<file path="src/rtl/regdump_pkg.sv">
// Shared types and constants for the register-file dump sequencer.
// Optional macro REGDUMP_NAME_EN adds an ABI register-name field to each record.
package regdump_pkg;

   localparam int REG_IDX_W  = 5;               // default register index width
   localparam int REG_XLEN   = 64;              // default register data width
   localparam int NUM_REGS   = 2 ** REG_IDX_W;  // registers walked per dump
   localparam int ABI_NAME_W = 4 * 8;           // four ASCII characters, MSB-first
   localparam int LAT_CNT_W  = 3;               // holds read latencies 1..4

   typedef enum logic [2:0] {
      IDLE,
      HALT,
      READ,
      WAIT,
      SEND,
      RELEASE
   } state_t;

   // One trace record as seen by the sink.
   typedef struct packed {
      logic [REG_IDX_W-1:0] reg_num;
      logic [REG_XLEN-1:0]  reg_data;
   } record_t;

endpackage

</file>
<file path="src/rtl/regdump_if.sv">
// Bundle of the sequencer's debug-control, halt, RF read and record-stream signals.
// Macro REGDUMP_NAME_EN adds out_reg_name to the record stream.
interface regdump_if
   import regdump_pkg::*;
#(
   parameter int REGISTER_WIDTH = REG_IDX_W,
   parameter int XLEN           = REG_XLEN
);

   // debug control
   logic                      dump_start;
   logic                      dump_busy;
   logic                      dump_done;
   logic                      dump_err;
   // core halt handshake
   logic                      halt_req;
   logic                      halt_ack;
   // shared register-file read port
   logic                      rf_rd_en;
   logic [REGISTER_WIDTH-1:0] rf_rd_addr;
   logic [XLEN-1:0]           rf_rd_data;
   // record stream to the trace sink
   logic                      out_valid;
   logic                      out_ready;
   logic [REGISTER_WIDTH-1:0] out_reg_num;
   logic [XLEN-1:0]           out_reg_data;
`ifdef REGDUMP_NAME_EN
   logic [ABI_NAME_W-1:0]     out_reg_name;
`endif

   // The sequencer side.
   modport master (
      input  dump_start, halt_ack, rf_rd_data, out_ready,
      output dump_busy, dump_done, dump_err, halt_req,
             rf_rd_en, rf_rd_addr, out_valid, out_reg_num, out_reg_data
`ifdef REGDUMP_NAME_EN
    , output out_reg_name
`endif
   );

   // The debug logic, core, register file and sink side.
   modport slave (
      output dump_start, halt_ack, rf_rd_data, out_ready,
      input  dump_busy, dump_done, dump_err, halt_req,
             rf_rd_en, rf_rd_addr, out_valid, out_reg_num, out_reg_data
`ifdef REGDUMP_NAME_EN
    , input  out_reg_name
`endif
   );

endinterface

</file>
<file path="src/rtl/regdump_name_rom.sv">
// Combinational register index to RISC-V ABI name lookup (right-aligned, zero-padded ASCII).
// Only instantiated when REGDUMP_NAME_EN is defined.
module regdump_name_rom
   import regdump_pkg::*;
#(
   parameter int REGISTER_WIDTH = REG_IDX_W
) (
   input  logic [REGISTER_WIDTH-1:0] idx,
   output logic [ABI_NAME_W-1:0]     name
);

   // Standard ABI mapping; indices beyond x31 read back as "????".
   always_comb begin
      name = "????";
      case (int'(idx))
         0:  name = "zero";
         1:  name = {16'h0, "ra"};
         2:  name = {16'h0, "sp"};
         3:  name = {16'h0, "gp"};
         4:  name = {16'h0, "tp"};
         5:  name = {16'h0, "t0"};
         6:  name = {16'h0, "t1"};
         7:  name = {16'h0, "t2"};
         8:  name = {16'h0, "s0"};
         9:  name = {16'h0, "s1"};
         10: name = {16'h0, "a0"};
         11: name = {16'h0, "a1"};
         12: name = {16'h0, "a2"};
         13: name = {16'h0, "a3"};
         14: name = {16'h0, "a4"};
         15: name = {16'h0, "a5"};
         16: name = {16'h0, "a6"};
         17: name = {16'h0, "a7"};
         18: name = {16'h0, "s2"};
         19: name = {16'h0, "s3"};
         20: name = {16'h0, "s4"};
         21: name = {16'h0, "s5"};
         22: name = {16'h0, "s6"};
         23: name = {16'h0, "s7"};
         24: name = {16'h0, "s8"};
         25: name = {16'h0, "s9"};
         26: name = {8'h0, "s10"};
         27: name = {8'h0, "s11"};
         28: name = {16'h0, "t3"};
         29: name = {16'h0, "t4"};
         30: name = {16'h0, "t5"};
         31: name = {16'h0, "t6"};
         default: name = "????";
      endcase
   end

endmodule

</file>
<file path="src/rtl/regfile_dump_sequencer.sv">
// Debug dump sequencer: halts the core, reads every architectural register through the
// shared RF read port one at a time and streams (index, value) records to the trace sink.
// Macro REGDUMP_NAME_EN adds the registered out_reg_name field (ABI name of out_reg_num).
module regfile_dump_sequencer
   import regdump_pkg::*;
#(
   parameter int REGISTER_WIDTH = REG_IDX_W,
   parameter int XLEN           = REG_XLEN,
   parameter int RD_LATENCY     = 1
) (
   input  logic      clk,
   input  logic      reset,
   regdump_if.master bus
);

   localparam logic [REGISTER_WIDTH-1:0] LAST_IDX = '1;
   localparam logic [LAT_CNT_W-1:0]      LAT_LOAD = LAT_CNT_W'(RD_LATENCY);
   localparam logic [LAT_CNT_W-1:0]      LAT_LAST = LAT_CNT_W'(1);

   state_t                    state, state_nxt;
   logic [REGISTER_WIDTH-1:0] idx, idx_nxt;
   logic [LAT_CNT_W-1:0]      lat_cnt, lat_cnt_nxt;
   logic                      capture;
   logic                      done_nxt, err_nxt;
   logic                      done_q, err_q;
   logic [REGISTER_WIDTH-1:0] rec_num;
   logic [XLEN-1:0]           rec_data;

   // Next-state, walk index and latency bookkeeping.
   always_comb begin
      // NOTE: every variable written here gets a default first, so no path leaves a latch.
      state_nxt   = state;
      idx_nxt     = idx;
      lat_cnt_nxt = lat_cnt;
      capture     = 1'b0;
      done_nxt    = 1'b0;
      err_nxt     = 1'b0;

      case (state)
         IDLE:    if (bus.dump_start) state_nxt = HALT;
         HALT:    if (bus.halt_ack) state_nxt = READ;
         READ: begin
            lat_cnt_nxt = LAT_LOAD;
            state_nxt   = WAIT;
         end
         WAIT: begin
            lat_cnt_nxt = lat_cnt - 1'b1;
            if (lat_cnt == LAT_LAST) begin
               capture   = 1'b1;
               state_nxt = SEND;
            end
         end
         SEND: begin
            if (bus.out_ready) begin
               if (idx == LAST_IDX) begin
                  state_nxt = RELEASE;
               end else begin
                  idx_nxt   = idx + 1'b1;
                  state_nxt = READ;
               end
            end
         end
         RELEASE: begin
            if (!bus.halt_ack) begin
               state_nxt = IDLE;
               idx_nxt   = '0;
               done_nxt  = 1'b1;
            end
         end
         default: begin
            state_nxt = IDLE;
            idx_nxt   = '0;
         end
      endcase

      // The core took the read port back mid-walk: drop everything. A handshake in this
      // same cycle has already been seen by the sink, but the dump still ends in error.
      if ((state inside {READ, WAIT, SEND}) && !bus.halt_ack) begin
         state_nxt = IDLE;
         idx_nxt   = '0;
         err_nxt   = 1'b1;
      end
   end

   // Control state and the one-cycle done/error pulses.
   always_ff @(posedge clk or posedge reset) begin
      // NOTE: state is updated with non-blocking assignments so every flop samples pre-edge values.
      if (reset) begin
         state   <= IDLE;
         idx     <= '0;
         lat_cnt <= '0;
         done_q  <= 1'b0;
         err_q   <= 1'b0;
      end else begin
         state   <= state_nxt;
         idx     <= idx_nxt;
         lat_cnt <= lat_cnt_nxt;
         done_q  <= done_nxt;
         err_q   <= err_nxt;
      end
   end

   // Record register: loaded in the cycle the RF data is valid, held through SEND.
   always_ff @(posedge clk or posedge reset) begin
      // NOTE: the record is reset too, so every output reads 0 straight out of reset.
      if (reset) begin
         rec_num  <= '0;
         rec_data <= '0;
      end else if (capture) begin
         rec_num  <= idx;
         rec_data <= bus.rf_rd_data;
      end
   end

`ifdef REGDUMP_NAME_EN
   logic [ABI_NAME_W-1:0] rom_name;
   logic [ABI_NAME_W-1:0] rec_name;

   regdump_name_rom #(
      .REGISTER_WIDTH(REGISTER_WIDTH)
   ) u_name_rom (
      .idx  (idx),
      .name (rom_name)
   );

   // ABI name travels with the record so it shares its timing and stability.
   always_ff @(posedge clk or posedge reset) begin
      if (reset) begin
         rec_name <= '0;
      end else if (capture) begin
         rec_name <= rom_name;
      end
   end

   assign bus.out_reg_name = rec_name;
`endif

   // Outputs decode from state; the RF port is only driven while we own it.
   assign bus.dump_busy    = (state != IDLE);
   assign bus.halt_req     = (state inside {HALT, READ, WAIT, SEND});
   assign bus.rf_rd_en     = (state == READ);
   assign bus.rf_rd_addr   = (state == READ) ? idx : '0;
   assign bus.out_valid    = (state == SEND);
   assign bus.out_reg_num  = rec_num;
   assign bus.out_reg_data = rec_data;
   assign bus.dump_done    = done_q;
   assign bus.dump_err     = err_q;

endmodule
</file>
<file path="src/flat_wrapper.sv">
// flat-port wrapper written by rule: the top's interface ports become plain ports
module regfile_dump_sequencer_flat import regdump_pkg::*;
#(
   parameter int REGISTER_WIDTH = REG_IDX_W,
   parameter int XLEN           = REG_XLEN,
   parameter int RD_LATENCY     = 1
)
  (clk, reset, bus_dump_start, bus_halt_ack, bus_rf_rd_data, bus_out_ready, bus_dump_busy, bus_dump_done, bus_dump_err, bus_halt_req, bus_rf_rd_en, bus_rf_rd_addr, bus_out_valid, bus_out_reg_num, bus_out_reg_data);
  regdump_if #(.REGISTER_WIDTH(REGISTER_WIDTH), .XLEN(XLEN)) bus_i ();
  input  logic clk;
  input  logic reset;
  input wire logic [$bits(bus_i.dump_start)-1:0] bus_dump_start;
  input wire logic [$bits(bus_i.halt_ack)-1:0] bus_halt_ack;
  input wire logic [$bits(bus_i.rf_rd_data)-1:0] bus_rf_rd_data;
  input wire logic [$bits(bus_i.out_ready)-1:0] bus_out_ready;
  output wire logic [$bits(bus_i.dump_busy)-1:0] bus_dump_busy;
  output wire logic [$bits(bus_i.dump_done)-1:0] bus_dump_done;
  output wire logic [$bits(bus_i.dump_err)-1:0] bus_dump_err;
  output wire logic [$bits(bus_i.halt_req)-1:0] bus_halt_req;
  output wire logic [$bits(bus_i.rf_rd_en)-1:0] bus_rf_rd_en;
  output wire logic [$bits(bus_i.rf_rd_addr)-1:0] bus_rf_rd_addr;
  output wire logic [$bits(bus_i.out_valid)-1:0] bus_out_valid;
  output wire logic [$bits(bus_i.out_reg_num)-1:0] bus_out_reg_num;
  output wire logic [$bits(bus_i.out_reg_data)-1:0] bus_out_reg_data;
  assign bus_i.dump_start = bus_dump_start;
  assign bus_i.halt_ack = bus_halt_ack;
  assign bus_i.rf_rd_data = bus_rf_rd_data;
  assign bus_i.out_ready = bus_out_ready;
  assign bus_dump_busy = bus_i.dump_busy;
  assign bus_dump_done = bus_i.dump_done;
  assign bus_dump_err = bus_i.dump_err;
  assign bus_halt_req = bus_i.halt_req;
  assign bus_rf_rd_en = bus_i.rf_rd_en;
  assign bus_rf_rd_addr = bus_i.rf_rd_addr;
  assign bus_out_valid = bus_i.out_valid;
  assign bus_out_reg_num = bus_i.out_reg_num;
  assign bus_out_reg_data = bus_i.out_reg_data;
  regfile_dump_sequencer #(.REGISTER_WIDTH(REGISTER_WIDTH), .XLEN(XLEN), .RD_LATENCY(RD_LATENCY)) u_core (.clk(clk), .reset(reset), .bus(bus_i));
endmodule
</file>
<file path="config.mk">
export PLATFORM = sky130hd
export DESIGN_NAME = regfile_dump_sequencer_flat
export DESIGN_NICKNAME = d
export VERILOG_FILES = /design/src/rtl/regdump_pkg.sv /design/src/rtl/regdump_if.sv /design/src/rtl/regdump_name_rom.sv /design/src/rtl/regfile_dump_sequencer.sv /design/src/flat_wrapper.sv
export SDC_FILE = /design/constraint.sdc
export NUM_CORES = 1
export LEC_CHECK = 0
export CORE_MARGIN = 2
export CORE_UTILIZATION = 45
export DETAILED_ROUTE_END_ITERATION = 16
export PLACE_DENSITY_LB_ADDON = 0.2
export SYNTH_ARGS = -nofsm -noshare
export SYNTH_HDL_FRONTEND = slang
export SYNTH_SLANG_ARGS = --single-unit
</file>
<file path="constraint.sdc">
create_clock -name clk -period 3.62 [get_ports clk]
set_clock_uncertainty 0.15 [all_clocks]
set_input_delay 0.362 -clock clk [delete_from_list [all_inputs] [get_ports clk]]
set_output_delay 0.362 -clock clk [all_outputs]
set_load 0.005 [all_outputs]
</file>
## After elaboration in Yosys (flattened, before gate mapping)

Cells that the tools add are included.

- Reductions and logical operators: 10
- Equality and inequality tests: 14
- Muxes and demuxes: 20
- Add/subtract/negate cells: 2

Operators with widths:

| cell | number |
|---|---|
| $mux W5 | 5 |
| $mux W3 | 7 |
| $pmux W3 S6 | 1 |
| $ne A3 B2 Y1 const B | 5 |
| $pmux W5 S3 | 1 |
| $eq A3 B1 Y1 const B | 2 |
| $eq A3 B2 Y1 const B | 2 |
| $eq A3 B3 Y1 const B | 2 |
| $pmux W3 S2 | 1 |
| $reduce_bool A3 Y1 | 2 |
| $add A5 B1 Y5 const B | 1 |
| $eq A5 B5 Y1 const B | 1 |
| $mux W1 | 5 |
| $reduce_and A5 Y1 | 1 |
| $reduce_and A4 Y1 | 1 |
| $reduce_bool A4 Y1 | 1 |
| $reduce_or A4 Y1 | 1 |
| $logic_not A3 Y1 | 1 |
| $ne A3 B3 Y1 const B | 1 |
| $sub A3 B1 Y3 const B | 1 |
| $ne A2 B1 Y1 const B | 1 |
| $reduce_bool A2 Y1 | 1 |
| $logic_and A1 B1 Y1 | 1 |
| $logic_not A1 Y1 | 1 |

- Input bits: 69
- Output and inout port bits: 80
- Word-level logic and storage cells: 53
- Flip-flop bits (word level): 82

## Depth between registers and ports, before layout

Gate-level depths: netlist of run 1.

- Depth in word-level cells: 5
- Mapped depth: 7
- Gate-level depth less buffers: 7

## Worst setup path before layout of run 1

OpenSTA, ideal clock, no wires.

- Kind: register to register
- Start point: register u_core.idx[0]
- End point: register u_core.idx[3]
- Arrival: 1.826 ns
- Setup slack: 1.566 ns
- Path buffers: 0
- Data required time: 3.393 ns
- Stages on the path, launching flop included: 8
- Setup time: 0.077 ns
- Period minus slack after synthesis: 2.054 ns
- Path through: dfrtp_1 -> ha_1 -> and3_1 -> ha_1 -> nor3b_2 -> o221ai_2 -> or3_1 -> a21oi_1

- Word-level cells in the longest chain between the ends: 5
- Elaborated cells on any way between the ends: 8
- Those cells by class: add/sub (1); eq/ne (2); mux (4); reduce/logical (1)

Ends and longest elaborated chain:

| item | RTL line | text |
|---|---|---|
| from (decl) | regfile_dump_sequencer.sv:21 | `logic [REGISTER_WIDTH-1:0] idx, idx_nxt;` |
| from (signal assigned) | regfile_dump_sequencer.sv:96 | `idx <= idx_nxt;` |
| $add A5 B1 Y5 | regfile_dump_sequencer.sv:58 | `idx_nxt = idx + 1'b1;` |
| $mux W5 | regfile_dump_sequencer.sv:55 | `if (idx == LAST_IDX) begin` |
| $mux W5 | regfile_dump_sequencer.sv:54 | `if (bus.out_ready) begin` |
| $pmux W5 S3 | regfile_dump_sequencer.sv:39 | `case (state)` |
| $mux W5 | regfile_dump_sequencer.sv:78 | `if ((state inside {READ, WAIT, SEND}) && !bus.halt_ack) begin` |

Several ways; a longest one is shown, not always the timed one. The select of a mux whose other input is x is not followed.
A chain may end at the register's enable or synchronous reset.

## Worst setup path after layout of run 1

- Start point: register u_core.state[2]
- End point: output port bus_rf_rd_addr[3]

- Word-level cells in the longest chain between the ends: 2

Ends and longest elaborated chain:

| item | RTL line | text |
|---|---|---|
| from (decl) | regfile_dump_sequencer.sv:20 | `state_t state, state_nxt;` |
| from (signal assigned) | regfile_dump_sequencer.sv:95 | `state <= state_nxt;` |
| $eq A3 B2 Y1 | regfile_dump_sequencer.sv:142 | `assign bus.rf_rd_addr = (state == READ) ? idx : '0;` |
| $mux W5 | regfile_dump_sequencer.sv:142 |  |
| to (decl) | flat_wrapper.sv:21 | `output wire logic [$bits(bus_i.rf_rd_addr)-1:0] bus_rf_rd_addr;` |

Every way passes these cells.

==> results_dict.tcl, run 1 <==
set metrics [dict create \
    synth_area_um2 3430 \
    setup_tns_ps 0 \
    grt_pass1_vias 2506 \
    fin_cells 489 \
    die_area_um2 8350 \
    antennaDiodeCount 0 \
    layout.nets 461 \
    syn_avg_cell_area_um2 14.4 \
    drt_first_pass_iters 4 \
    max_stage_delay_ps 530 \
    netlist_top_cells_area "dfrtp_1, mux2_2, mux2_4" \
    period_share_pct 76.1 \
    grt_pass1_wl_um 13100 \
    cp_cell_sequence "nand2b_1, nor2_1, and2_1, clkdlybuf4s50_1" \
    clockRootBuffer "clkbuf_8" \
    hold_class "primary input to async pin" \
    gp_congestion 0.789 \
    slew_viol_final 0 \
    die_w_um 91.4 \
    antenna_found_initial 0 \
    clock-sinks 82 \
    cp_max_fo 14 \
    grt-ovfl-total 0 \
    cts_tree "yes" \
    slowest_stage "dfrtp_1" \
    place.port_buffers 148 \
    synth_warnings 0 \
    worstSetupPathType "register to output port" \
    insertion_delay_ps 340 \
    fillers 514 \
    ys_seq_area_share_pct 59.7 \
    ctsHoldBuffers 0 \
    clock_path_buffers 2 \
    arrival_ps 2240 \
    worstSetupStartpointType "register" \
    leakage_nw 2.21 \
    grt_setup_unrepaired "no" \
    grt_max_degree 82 \
    powerDensity_nw_per_um2 715 \
    drive_gt1_share_pct 23.1 \
    rows 31 \
    grt_usage_pct 20.1 \
    dp_cells 476 \
    cts-resized-gates 0 \
    post-route-min-period_ps 2760 \
    wl_per_cell_um 16.2 \
    htree_levels 3 \
    crit_path_end_kind "output port" \
    relSlewSlack_pct 60.8 \
    cp_data_required_time_ps 3110 \
    ir_drop_mv 0.321 \
    fp.dieH_um 91.4 \
    synth_top_area_share_pct 59.7 \
    cp.buffers_inverters 1 \
    yosys.area.top_type "dfrtp_1" \
    postCtsSetupBuffers 0 \
    wirelength_um 7920 \
    hpwl_um 5740 \
    ys_types 33 \
    core_um2 7330 \
    cts_buffers 9 \
    drtAntennaViolNets 0 \
    via_count 2433 \
    start_util_pct 46.9 \
    fmax_mhz 363 \
    status "complete, no violations" \
    drc 0 \
    synthCells 238 \
    ios 149 \
    synthToLayoutAreaGrowth_pct 49.5 \
    ys_ff_latch 82 \
    synth_fp_nets 311 \
    clkTransAtPathRegs_ps 80 \
    worst_slew_pin_slew_ps 588 \
    drv_cap 0 \
    hold_viol_final 0 \
    critPathTopFamily "simple AND/OR/NAND/NOR gates" \
    drt_iter0_drc 75 \
    vias_per_cell 4.98 \
    setup_viol 0 \
]
==> per-stage QoR <==
| stage | power [mW] | area [um2] | util, % | hold slack [ps] | worst slack [ps] |
|---|---|---|---|---|---|
| after floorplan | 2.21 | 3430 | - | 300 | 1000 |
| after global placement | 3.11 | 4990 | 68.0 | 319 | 1270 |
| after detailed placement | 3.17 | 4990 | 68.0 | 322 | 1250 |
| after CTS | 3.71 | 5130 | 70.0 | 8.49 | 847 |
| after global routing | 3.90 | 5130 | 70.0 | 37.4 | 708 |
| final | 3.67 | 5130 | 70.0 | 24.4 | 864 |
==> kinds of logic (layout without fill, tap and decap cells) <==
logic type / count (synthesis) / after routing / synth area share, %
XOR/XNOR: 1 / 1 / 0.255
AO/OA/AOI/OAI: 19 / 19 / 3.39
adder cells (fa/ha/maj): 4 / 4 / 1.46
multiplexers: 69 / 69 / 23.7
flip-flops: 82 / 82 / 59.7
AND/OR/NAND/NOR: 45 / 45 / 7.94
buffers and inverters: 18 / 170 / 3.50
==> cells in the final DEF (no fill, tap or decap), drive strengths merged <==
| master | synthesis | final |
|---|---|---|
| clkdlybuf4s50 | 0 | 148 |
| dfrtp | 82 | 82 |
| mux2 | 69 | 69 |
| o21ai | 9 | 9 |
| clkbuf | 1 | 9 |
| nand2 | 8 | 8 |
| nor2 | 7 | 7 |
| inv | 7 | 6 |
| nand2b | 5 | 5 |
| a21oi | 5 | 5 |
| and2 | 5 | 5 |
| nor2b | 4 | 4 |
| or3 | 4 | 4 |
| clkinv | 0 | 4 |
| ha | 4 | 4 |
| nand3 | 3 | 3 |
| and3 | 2 | 2 |
| o31ai | 2 | 2 |
| buf | 10 | 2 |
| nor3b | 2 | 2 |
| or2 | 1 | 1 |
| a311oi | 1 | 1 |
| nor3 | 1 | 1 |
| xnor2 | 1 | 1 |
| nor4bb | 1 | 1 |
| o221ai | 1 | 1 |
| or4b | 1 | 1 |
| nor4 | 1 | 1 |
| a21o | 1 | 1 |
| clkinvlp | 0 | 1 |
==> metal layers <==
| layer | track usage, % | part of all wire [%] |
|---|---|---|
| met1 | 26.4 | 43 |
| met2 | 31.7 | 48 |
| met3 | 4.40 | 6.0 |
| met4 | 9.85 | 2.9 |
| met5 | 0 | 0 |
==> power by group <==
part | internal, mW | switching [mW]
registers | 1.30 | 0.230
logic | 1.11 | 0.490
clock network | 0.234 | 0.308
==> sequential cells by signal (all words and copies together) (netlist names) <==
signal,cells
u_core.bus.dump_done,1
u_core.bus.dump_err,1
u_core.bus.out_reg_data,64
u_core.bus.out_reg_num,5
u_core.idx,5
u_core.lat_cnt,3
u_core.state,3
==> worst reg2reg max path, cell delays in order (launching register included) <==
cell	delay, ps
dfrtp_1	550
nand2_1	120
or2_4	280
nor2_8	490
buf_12	310
mux2_2	380
==> worst paths after layout <==
path                                    from                          end  slack [ps]  cells past startpoint
max in group asynchronous              reset   u_core.bus.out_reg_data[0]        2700                      3
max reg2reg                  u_core.state[1]  u_core.bus.out_reg_data[43]        1220                      5
max                          u_core.state[2]            bus_rf_rd_addr[3]         860                      4
min reg2reg                u_core.lat_cnt[1]            u_core.lat_cnt[1]         330                      2
min                                    reset  u_core.bus.out_reg_data[54]          20                      2
min in group clk           u_core.lat_cnt[1]            u_core.lat_cnt[1]         330                      2
==> area by class of cell <==
type,instances,area [um2],area share [%]
clock buffer,9,124,2.41
clock inverter,4,22.5,0.439
inverter,7,27.5,0.536
multi-input combinational,138,1260,24.6
sequential,82,2050,40.0
tap,99,124,2.41
timing repair buffer,150,1520,29.6
==> synthesized netlist by cell type, drive strengths merged <==
master / number
xnor2: 1
a21oi: 5
nand2b: 5
or2: 1
a21o: 1
clkbuf: 1
nor4: 1
nor4bb: 1
nor3b: 2
inv: 7
a311oi: 1
or4b: 1
o31ai: 2
ha: 4
mux2: 69
dfrtp: 82
o21ai: 9
buf: 10
nand2: 8
and2: 5
o221ai: 1
nor2: 7
nor2b: 4
or3: 4
nand3: 3
and3: 2
nor3: 1
Note: power is estimated with default switching activity, not from simulation.
==> run 2: changes to the inputs <==
- CORE_UTILIZATION: 45 -> 38
- clock period: 3.62 -> 2.29 ns (I/O delays scaled with it)
==> results_dict.tcl, run 2 (synthesis gave the netlist of run 1 again) <==
set metrics [dict create \
    status "complete, no violations" \
    final_core_util_pct 60.2 \
    switching_share_pct 27.7 \
    vias_per_cell 4.76 \
    stdcell_area_um2 5280 \
    post-route-min-period_ps 2160 \
    leakage_nw 2.28 \
    hpwl_um 5550 \
    reg2regPathDepth 7 \
    clockRootBuffer "clkbuf_8" \
    slew_viol_final 0 \
    wl_met2_um 3510 \
    hold_viol_final 0 \
    core_um2 8760 \
    clock-sinks 82 \
    crit_path_end "u_core.idx[3]" \
    fin_total_pwr_mw 5.95 \
    drt_first_pass_iters 4 \
    synthToLayoutAreaGrowth_pct 53.6 \
    wl_per_cell_um 15.4 \
    dp_cells 494 \
    grt_setup_unrepaired "no" \
    gp_congestion 0.789 \
    mostFrequentLayoutCell "clkdlybuf4s50_1" \
    grt_pass1_vias 2410 \
    postCtsSetupBuffers 0 \
    crit_start "u_core.idx[0]" \
    worstSetupStartpointType "register" \
    cp_data_required_time_ps 2420 \
    grt-ovfl-total 0 \
    met3_length_um 672 \
    drive_gt1_share_pct 26.1 \
    grt_max_degree 83 \
    antenna_found_initial 0 \
    internal_power_mw 4.30 \
    r2r_slack_ps 130 \
    powerDensity_nw_per_um2 1130 \
    ios 149 \
    die_w_um 99.1 \
    ir_drop_mv 0.449 \
    clock_path_buffers 2 \
    drt_iter0_drc 35 \
    top_layer "met4" \
    worst_slack_ps 127 \
    drtAntennaViolNets 0 \
    hold_ws_ps 206 \
    cp_max_fo 10 \
    setup_viol 0 \
    comb_power_share_pct 43.7 \
    fin_cells 510 \
    worst_slew_pin_slew_ps 438 \
    wirelength_met1_um 3590 \
    fp.dieH_um 99.1 \
    clkTransAtPathRegs_ps 80 \
    relSlewSlack_pct 70.8 \
    grt_usage_pct 16.2 \
    drc 0 \
    period_share_pct 94.5 \
    insertion_delay_ps 340 \
    antennaDiodeCount 0 \
    cts_buffers 9 \
    start_util_pct 39.2 \
    timing.rr.end "u_core.idx[3]" \
    final_cell_mix "clkdlybuf4s50_1, dfrtp_1, mux2_2" \
    place.port_buffers 148 \
    layout.nets 470 \
    pwr-share-seq_pct 40.0 \
    cts_tree "yes" \
    r2r_start "u_core.idx[0]" \
    htree_levels 3 \
    drv_cap 0 \
    p_clk_share_pct 16.3 \
    pre_cts_ws_ps 132 \
    fmax_mhz 462 \
    setup_tns_ps 0 \
    crit_path_end_kind "register" \
    ctsHoldBuffers 0 \
    p_switching_mw 1.65 \
    post_dp_cell_area_um2 5080 \
    rows 34 \
    grt_pass1_wl_um 12400 \
    arrival_ps 2290 \
    wirelength_um 7860 \
    via_count 2426 \
    hold_class "primary input to async pin" \
    worstSetupPathType "register to register" \
    largest_reg_flops 64 \
    die_area_um2 9810 \
]
==> run 2: changes by cell type in the layout (fill, tap and decap cells not counted), sizes merged <==
| cell | before | now |
|---|---|---|
| buf | 2 | 11 |
| clkinvlp | 1 | 2 |
| clkinv | 4 | 3 |
| clkbuf | 9 | 12 |
==> run 2: metal layers <==
metal,track usage [%],up-vias
met5,0,-
met4,6.01,0
met3,5.60,8
met2,23.5,107
met1,22.5,1160
li1,-,1151
==> run 2: power groups by stage <==
| stage | Combinational, mW | Sequential [mW] | Clock, mW |
|---|---|---|---|
| 2_1_floorplan | 1.07 | 2.42 | 0 |
| 3_3_place_gp | 2.59 | 2.37 | 0 |
| 3_5_place_dp | 2.62 | 2.41 | 0 |
| 4_1_cts | 2.64 | 2.38 | 1.01 |
| 5_1_grt | 2.81 | 2.47 | 1.07 |
| 6_report | 2.60 | 2.38 | 0.967 |
==> run 2: timing repair <==
item,CTS,global route
pin swaps,0,0
setup endpoints to repair,6,5
gates resized for setup,2,3
==> run 2: final cells by class <==
class                   instances  area, um2
well taps                     108        135
clock buffers                  12        155
flip-flops and latches         82       2050
clock inverters                 4       26.3
fillers                       722       3490
inverters                       7       30.0
multi-input cells             138       1270
repair buffers                159       1600
==> run 2: worst min-delay path by stage <==
| stage | start | end | depth (start not counted) |
|---|---|---|---|
| after global placement | u_core.lat_cnt[1] | u_core.lat_cnt[1] | 2 |
| after detailed placement | u_core.lat_cnt[1] | u_core.lat_cnt[1] | 2 |
| final | reset | u_core.bus.out_reg_data[16] | 3 |
| after global routing | reset | u_core.bus.out_reg_data[16] | 3 |
| after CTS | reset | u_core.bus.out_reg_data[52] | 3 |
| after floorplan | bus_rf_rd_data[17] | u_core.bus.out_reg_data[17] | 1 |
==> run 2: worst max-delay path, cell delays in order (launching register included) <==
cell and delay [ps]:
dfrtp_1 390, ha_1 210, and3_1 180, ha_1 210, nor3b_2 220, o221ai_2 220, or3_1 390, a21oi_1 120
